**config.mk**
```make
export PLATFORM = sky130hd
export DESIGN_NAME = hilo_muldiv
export DESIGN_NICKNAME = d
export VERILOG_FILES = /design/src/rtl/hilo_muldiv.sv
export SDC_FILE = /design/constraint.sdc
export NUM_CORES = 2
export LEC_CHECK = 0
export BUFFER_PORTS_ARGS = -buffer_cell sky130_fd_sc_hd__buf_2
export CAP_MARGIN = 20
export CORE_MARGIN = 5
export CORE_UTILIZATION = 60
export DETAILED_ROUTE_END_ITERATION = 8
export PLACE_DENSITY = 0.77
export SLEW_MARGIN = 20
export SYNTH_ARGS = -nofsm -noshare
export SYNTH_HDL_FRONTEND = slang
export SYNTH_SLANG_ARGS = --single-unit
```
**constraint.sdc**
```tcl
create_clock -name clk -period 12.8 [get_ports clk]
set_clock_uncertainty 0.15 [all_clocks]
set_input_delay 0.64 -clock clk [delete_from_list [all_inputs] [get_ports clk]]
set_output_delay 0.64 -clock clk [all_outputs]
set_load 0.02 [all_outputs]
```
**src/rtl/hilo_muldiv.sv**
```systemverilog
// hilo_muldiv: HI/LO register unit beside the execute stage.
//   Holds the architectural HI/LO pair, performs single-cycle 64-bit MULT/MULTU,
//   and runs a radix-2 restoring divider (DIV/DIVU). A stall request is raised
//   while a division is in progress.
//
// Ports:
//   clk        pipeline clock
//   rstn       asynchronous reset, active-high (1 = reset)
//   stall      pipeline stall; requests are not accepted while 1
//   flush      pipeline flush; aborts a running division, drops idle requests
//   whilo      MTHI/MTLO write of hi_in/lo_in
//   hi_in      HI write data
//   lo_in      LO write data
//   start_mul  MULT/MULTU request
//   start_div  DIV/DIVU request
//   op_signed  1 = signed operation
//   src1       multiplicand / dividend
//   src2       multiplier / divisor
//   hi, lo     architectural HI/LO values
//   stall_req  stall request while the divider is busy
//   div_done   one-cycle pulse when a division result is written
//
// Build option:
//   HILO_BYPASS_EN  when defined, an accepted whilo/start_mul write is visible
//                   on hi/lo in the same cycle. Division results never bypass.

module hilo_muldiv #(
  parameter int unsigned WIDTH     = 32,
  parameter int unsigned DIV_ITERS = 32
) (
  input  logic             clk,
  input  logic             rstn,
  input  logic             stall,
  input  logic             flush,
  input  logic             whilo,
  input  logic [WIDTH-1:0] hi_in,
  input  logic [WIDTH-1:0] lo_in,
  input  logic             start_mul,
  input  logic             start_div,
  input  logic             op_signed,
  input  logic [WIDTH-1:0] src1,
  input  logic [WIDTH-1:0] src2,
  output logic [WIDTH-1:0] hi,
  output logic [WIDTH-1:0] lo,
  output logic             stall_req,
  output logic             div_done
);

  typedef enum logic [1:0] {
    IDLE,
    RUN,
    DONE
  } state_t;

  localparam int unsigned      CW   = $clog2(DIV_ITERS + 1);
  localparam logic [CW-1:0]    LAST = CW'(DIV_ITERS - 1);

  state_t             state_q, state_d;
  logic [CW-1:0]      cnt_q, cnt_d;
  logic [WIDTH-1:0]   hi_q, hi_d;
  logic [WIDTH-1:0]   lo_q, lo_d;
  logic [WIDTH-1:0]   dvd_q, dvd_d;   // dividend magnitude, shifts into quotient
  logic [WIDTH-1:0]   dvs_q, dvs_d;   // divisor magnitude
  logic [WIDTH-1:0]   rem_q, rem_d;   // partial remainder
  logic               qneg_q, qneg_d;
  logic               rneg_q, rneg_d;
  logic               done_q, done_d;

  logic               accept;
  logic [WIDTH-1:0]   a_abs, b_abs;
  logic [2*WIDTH-1:0] mul_a, mul_b, prod;
  logic [WIDTH:0]     trial;
  logic               qbit;
  logic [WIDTH-1:0]   step_rem, step_quo;

  assign accept = (state_q == IDLE) && !stall && !flush;

  // Magnitudes for the divider; unsigned operands pass through untouched.
  assign a_abs = (op_signed && src1[WIDTH-1]) ? -src1 : src1;
  assign b_abs = (op_signed && src2[WIDTH-1]) ? -src2 : src2;

  // Extend to 2*WIDTH so one unsigned multiply yields both signed and
  // unsigned products in the low 2*WIDTH bits.
  assign mul_a = op_signed ? {{WIDTH{src1[WIDTH-1]}}, src1} : {{WIDTH{1'b0}}, src1};
  assign mul_b = op_signed ? {{WIDTH{src2[WIDTH-1]}}, src2} : {{WIDTH{1'b0}}, src2};
  assign prod  = mul_a * mul_b;

  // Restoring step: the shifted remainder is below 2*divisor, so the trial
  // difference fits in WIDTH+1 bits and its MSB is the borrow.
  assign trial    = {rem_q, dvd_q[WIDTH-1]} - {1'b0, dvs_q};
  assign qbit     = !trial[WIDTH];
  assign step_rem = qbit ? trial[WIDTH-1:0] : {rem_q[WIDTH-2:0], dvd_q[WIDTH-1]};
  assign step_quo = {dvd_q[WIDTH-2:0], qbit};

  // Deliberately independent of the stall input to avoid a loop through
  // the pipeline's stall logic.
  assign stall_req = ((state_q == IDLE) && start_div) || (state_q == RUN);
  assign div_done  = done_q;

  always_comb begin
    state_d = state_q;
    cnt_d   = cnt_q;
    hi_d    = hi_q;
    lo_d    = lo_q;
    dvd_d   = dvd_q;
    dvs_d   = dvs_q;
    rem_d   = rem_q;
    qneg_d  = qneg_q;
    rneg_d  = rneg_q;
    done_d  = 1'b0;

    unique case (state_q)
      IDLE: begin
        if (accept) begin
          if (start_div) begin
            if (src2 == '0) begin
              hi_d    = src1;
              lo_d    = '1;
              done_d  = 1'b1;
              state_d = DONE;
            end else begin
              dvd_d   = a_abs;
              dvs_d   = b_abs;
              qneg_d  = op_signed && (src1[WIDTH-1] ^ src2[WIDTH-1]);
              rneg_d  = op_signed && src1[WIDTH-1];
              rem_d   = '0;
              cnt_d   = '0;
              state_d = RUN;
            end
          end else if (start_mul) begin
            hi_d = prod[2*WIDTH-1:WIDTH];
            lo_d = prod[WIDTH-1:0];
          end else if (whilo) begin
            hi_d = hi_in;
            lo_d = lo_in;
          end
        end
      end

      RUN: begin
        if (flush) begin
          state_d = IDLE;
        end else begin
          dvd_d = step_quo;
          rem_d = step_rem;
          cnt_d = cnt_q + CW'(1);
          if (cnt_q == LAST) begin
            lo_d    = qneg_q ? -step_quo : step_quo;
            hi_d    = rneg_q ? -step_rem : step_rem;
            done_d  = 1'b1;
            state_d = DONE;
          end
        end
      end

      DONE: begin
        if (flush || !stall) state_d = IDLE;
      end

      default: state_d = IDLE;
    endcase
  end

`ifdef HILO_BYPASS_EN
  always_comb begin
    hi = hi_q;
    lo = lo_q;
    if (accept && !start_div && (start_mul || whilo)) begin
      hi = hi_d;
      lo = lo_d;
    end
  end
`else
  assign hi = hi_q;
  assign lo = lo_q;
`endif

  always_ff @(posedge clk or posedge rstn) begin
    if (rstn) begin
      state_q <= IDLE;
      cnt_q   <= '0;
      hi_q    <= '0;
      lo_q    <= '0;
      dvd_q   <= '0;
      dvs_q   <= '0;
      rem_q   <= '0;
      qneg_q  <= 1'b0;
      rneg_q  <= 1'b0;
      done_q  <= 1'b0;
    end else begin
      state_q <= state_d;
      cnt_q   <= cnt_d;
      hi_q    <= hi_d;
      lo_q    <= lo_d;
      dvd_q   <= dvd_d;
      dvs_q   <= dvs_d;
      rem_q   <= rem_d;
      qneg_q  <= qneg_d;
      rneg_q  <= rneg_d;
      done_q  <= done_d;
    end
  end

endmodule

```
## Yosys cells after proc, flatten, opt, wreduce, memory -nomap -nowiden

Index checks and enable logic that the tools add are counted.

| word-level totals | value |
|---|---|
| register bits after elaboration | 171 |
| word-level logic and storage cells | 100 |
| bits of input ports | 136 |
| output and inout port bits | 66 |

| operators by class | value |
|---|---|
| muxes and demuxes | 51 |
| reductions and logical operators | 18 |
| bitwise gates (word level) | 2 |
| $add $sub $neg | 6 |
| equal/unequal tests | 12 |
| $mul | 1 |

Operators by type and width:

| operator | count |
|---|---|
| two-way mux 32 bit | 27 |
| one-hot mux 32 bit (2 select lines) | 4 |
| two-way mux 64 bit | 2 |
| negation 32 bit | 4 |
| multiplier 64 x 64 -> 64 bit | 1 |
| subtractor 33 x 32 -> 33 bit | 1 |
| logical NOT 32 bit | 1 |
| two-way mux 6 bit | 4 |
| two-way mux 2 bit | 6 |
| one-hot mux 6 bit (2 select lines) | 1 |
| != test 2 bit, second input constant | 5 |
| AND reduction 4 bit | 2 |
| adder 6 x 1 -> 6 bit, second input constant | 1 |
| equality test 6 x 5 -> 1 bit, second input constant | 1 |
| logical AND 1 bit | 6 |
| != test 3 x 2 -> 1 bit, second input constant | 2 |
| one-hot mux 2 bit (3 select lines) | 1 |
| AND reduction 6 bit | 1 |
| two-way mux 1 bit | 5 |
| AND reduction 5 bit | 1 |
| != test 4 bit, second input constant | 1 |
| logical NOT 1 bit | 3 |
| equality test 2 x 1 -> 1 bit, second input constant | 1 |
| equality test 2 bit, second input constant | 1 |
| other kinds (7) | 8 |

## Depth between registers and ports, before layout

| logic depth | value |
|---|---|
| depth after elaboration | 7 |
| depth in mapped cells | 37 |
| gate-level depth less buffers | 33 |

## Worst setup path before layout

Ideal clock, no wire load.

| timing | value |
|---|---|
| path type | input to register |
| from | input port op_signed |
| to | register hi_q[27], in the netlist hi[27] |
| stages | 33 |
| buffers on the path | 4 |
| data required time | 12524 ps |
| data arrival time | 9886 ps |
| path slack | 2638 ps |
| cell sequence | and2_1 -> clkbuf_1 -> clkbuf_1 -> buf_1 -> nand2_1 -> fa_1 -> inv_1 -> fa_1 -> fa_1 -> inv_1 -> fa_1 -> inv_1 -> fa_1 -> fa_1 -> fa_1 -> fa_1 -> fa_1 -> inv_1 -> fa_1 -> inv_1 -> ha_1 -> clkbuf_1 -> a21o_1 -> a221o_1 -> a41oi_1 -> o21a_1 -> o31ai_1 -> a2111oi_0 -> nor2_1 -> xor2_1 -> a21oi_1 -> a2111oi_2 -> a221o_1 |

| between the ends | value |
|---|---|
| word-level cells in the longest chain between the ends | 6 |

RTL lines:

| what | line | source |
|---|---|---|
| start, declared | 40 | `input logic op_signed,` |
| two-way mux 64 bit, on equally long branches | 84, 85 |  |
| multiplier 64 x 64 -> 64 bit * | 86 | `assign prod = mul_a * mul_b;` |
| two-way mux 32 bit * | 130 | `end else if (start_mul) begin` |
| two-way mux 32 bit * | 115 | `if (start_div) begin` |
| two-way mux 32 bit * | 114 | `if (accept) begin` |
| one-hot mux 32 bit (2 select lines) * | 112 | `unique case (state_q)` |
| end signal, assigned | 193 | `hi_q <= hi_d;` |
| end, declared | 60 | `logic [WIDTH-1:0] hi_q, hi_d;` |

Mark *: on every way between the ends. The rest lies on a longest branch, timed or not. The select of a mux whose other input is x is not followed.
A chain may end at the register's enable or synchronous reset.

## Worst setup path in the final report

| timing | value |
|---|---|
| from | input port src1[31] |
| to | register hi_q[27], in the netlist hi[27] |

| between the ends | value |
|---|---|
| word-level cells in the longest chain between the ends | 6 |

RTL lines:

| what | line | source |
|---|---|---|
| start, declared | 41 | `input logic [WIDTH-1:0] src1,` |
| two-way mux 64 bit | 84 | `assign mul_a = op_signed ? {{WIDTH{src1[WIDTH-1]}}, src1} : {{WIDTH{1'b0}}, src1};` |
| multiplier 64 x 64 -> 64 bit | 86 |  |
| two-way mux 32 bit | 130 |  |
| two-way mux 32 bit | 115 |  |
| two-way mux 32 bit | 114 |  |
| one-hot mux 32 bit (2 select lines) | 112 |  |

Every way passes these cells. The select of a mux whose other input is x is not followed.

==> out/metrics.csv <==
stage;metric;value;unit
status;status;complete, but fails checks;
status;violations;DRC;
grt;grt_max_degree;106;
route;first_pass_iters;9;
clocking;cts_tree;done;
critical_path;crit_buf_inv;7;
critical_path;r2r_slack;6500;ps
grt;grt_pass1_vias;50200;
clocking;cts.sinks;171;
yosys;synth_fp_nets;8756;
yosys;synth_compound_area_frac;0.0827;
route;drc;6;
sta;relSlewSlack;0.234;
placement;post-place-ws;1650;ps
yosys;async_reset_ff_frac;1.00;
placement;dp_cells;8100;
placement;hpwl;157000;um
yosys;yosysMostFrequentCell;inv_1;
floorplanning;fp.dieW;330;um
critical_path;critPathRequiredTime;12990;ps
floorplanning;core-area;0.102;mm^2
sta;clock.fmax;92.6;MHz
yosys;ys_warn_count;0;
finish;multi_input_area;0.0495;mm^2
clocking;post_cts_buffers;0;
clocking;cts_hold_buf;0;
critical_path;critPathLaunchType;input pin;
yosys;syn_inst;6854;
yosys;syn_avg_cell_area;8.95;um^2
critical_path;path_delay_family;adder cells;
yosys;synthAdderAreaFrac;0.535;
floorplanning;ios;202;
route;wl_per_cell;23.6;um
route;vias;48000;
yosys;syn_area;0.0613;mm^2
route;vias_per_cell;5.89;
finish;area_delta_synth_final;3.81;%
finish;final_cell_count_no_fill;8145;
yosys;synthDistinctLibCells;97;
route;routed_wl;192000;um
yosys;synth_top_area_share;0.464;
clocking;clockBufferDepth;2;
worst_hold_path;min_path_type;in -> async;
yosys;synth_top_family_by_area;adder cells;
sta;post-route-period-util;0.843;
floorplanning;die_h;330;um
grt;antenna_found_initial;19;
yosys;synth.area.mux_share;0.00908;
clocking;clkTransAtPathRegs;70;ps
sta;setup_viol;0;
yosys;synth_top_cell_by_area;fa_1;
finish;register_area;0.00428;mm^2
finish;n_fill_cell;8552;
clocking;clock-root-buffer;clkbuf_16;
sta;whs;267;ps
sta;finalWorstSetupSlack;2000;ps
finish;drive_above_1_share;0.0543;
critical_path;cp_common_cell;fa_1;
sta;rsz0062_at_grt;no;
yosys;dominantRegCellSynth;dfrtp_1;
floorplanning;die-area;0.109;mm^2
clocking;cts_resized;0;
yosys;yosysSeqAreaShare;0.0698;
critical_path;path_class;in -> reg;
finish;nets;8653;
route;antenna_left;0;
critical_path;crit_fanout;28;
clocking;numCtsBuffers;17;
yosys;yosys.area_share.simple;0.146;
clocking;htreeDepth;4;
yosys;yosys_register_bits;171;
run;maxCapViolCount;0;
critical_path;r2r-start;dvd_q[31];
yosys;synth_area_leaders;fa_1 (46%), inv_1 (9.8%), ha_1 (7.1%);
clocking;clk_latency;460;ps
critical_path;slowest_delay;900;ps
sta;hold_violations;0;
critical_path;end_kind;register;
yosys;synthTopCellsByCount;inv_1 (1593), fa_1 (1420), nand2_1 (777);
critical_path;crit_arrival;10990;ps
grt;grt.total_usage;0.360;
sta;tns;0;ps
placement;port_buffers;201;
sta;min_period;10800;ps
grt;grt_overflow;0;
sta;tightest_slew;1150;ps
placement;place_congestion;1.05;
route;drt_iter0_markers;4809;
critical_path;cp_slowest_cell;fa_1;
yosys;synth_edf_count;0;
yosys;yosys.area_share.xor_xnor;0.0351;
floorplanning;placementRows;117;
grt;grt_first_pass_wirelength;297000;um
critical_path;r2r-end;hi[30];
floorplanning;start_util;0.604;
critical_path;rr_worst_depth;19;
sta;timing.final.max_slew_violations;0;
==> registers in the layout (all words and copies together), names as in the netlist <==
register / count
cnt_q: 6
hi: 32
qneg_q: 1
lo: 32
state_q: 2
dvd_q: 32
rneg_q: 1
div_done: 1
rem_q: 32
dvs_q: 32
==> worst max-delay path by stage <==
stage,start,to,depth (start not counted)
final,src1[31],hi[27],30
after global routing,src1[31],hi[26],33
after CTS,src1[31],hi[27],31
after detailed placement,src1[31],hi[27],31
after global placement,src1[31],hi[27],31
after floorplan,op_signed,hi[27],33
==> kinds of logic after synthesis <==
family                     count (synthesis)
AOI/OAI and AO/OA                        813
xor gates and xnor gates                 246
adders and majority gates               1770
muxes                                     54
and+or+nand+nor                         1813
buffers and inverters                   1987
DFF                                      171
==> per-stage QoR <==
stage | cell area (um^2) | utilization
2_1_floorplan | 61300 | -
3_3_place_gp | 63100 | 0.621
3_5_place_dp | 63100 | 0.621
4_1_cts | 63600 | 0.626
5_1_grt | 63600 | 0.626
6_report | 63700 | 0.627
==> per-layer routing <==
layer	GRT usage	share of wire	routed length [um]	up-vias
li1	-	-	-	20300
met1	0.487	0.38	73200	24200
met2	0.543	0.43	83200	2869
met3	0.119	0.14	26300	504
met4	0.145	0.050	9610	14
met5	0	0.00069	132	-
==> layout by cell type (no fill, tap or decap), drive strengths merged, types with 33 or more instances in the layout <==
| master | netlist | final |
|---|---|---|
| o22ai | 33 | 33 |
| nand3 | 42 | 42 |
| o21ai | 237 | 237 |
| fa | 1420 | 1420 |
| nor3 | 33 | 33 |
| mux2i | 41 | 41 |
| inv | 1594 | 1595 |
| nor2 | 202 | 202 |
| ha | 346 | 346 |
| a31oi | 39 | 39 |
| xnor2 | 169 | 169 |
| a21o | 59 | 59 |
| buf | 78 | 270 |
| xor2 | 77 | 77 |
| and2 | 579 | 579 |
| dfrtp | 171 | 171 |
| nand2 | 778 | 778 |
| a21oi | 235 | 235 |
==> layout make-up <==
type,instances,share of cell area
Multi-Input combinational cell,4696,0.778
Sequential cell,171,0.0672
Clock inverter,10,0.00187
Tap cell,1368,0.0269
Timing Repair Buffer,270,0.0240
Clock buffer,21,0.00708
Inverter,1595,0.0941
Antenna cell,14,0.000550
Power is left out: the tool's default activity adds up to more than one toggle a clock period on the data nets, which glitch-free logic cannot reach.
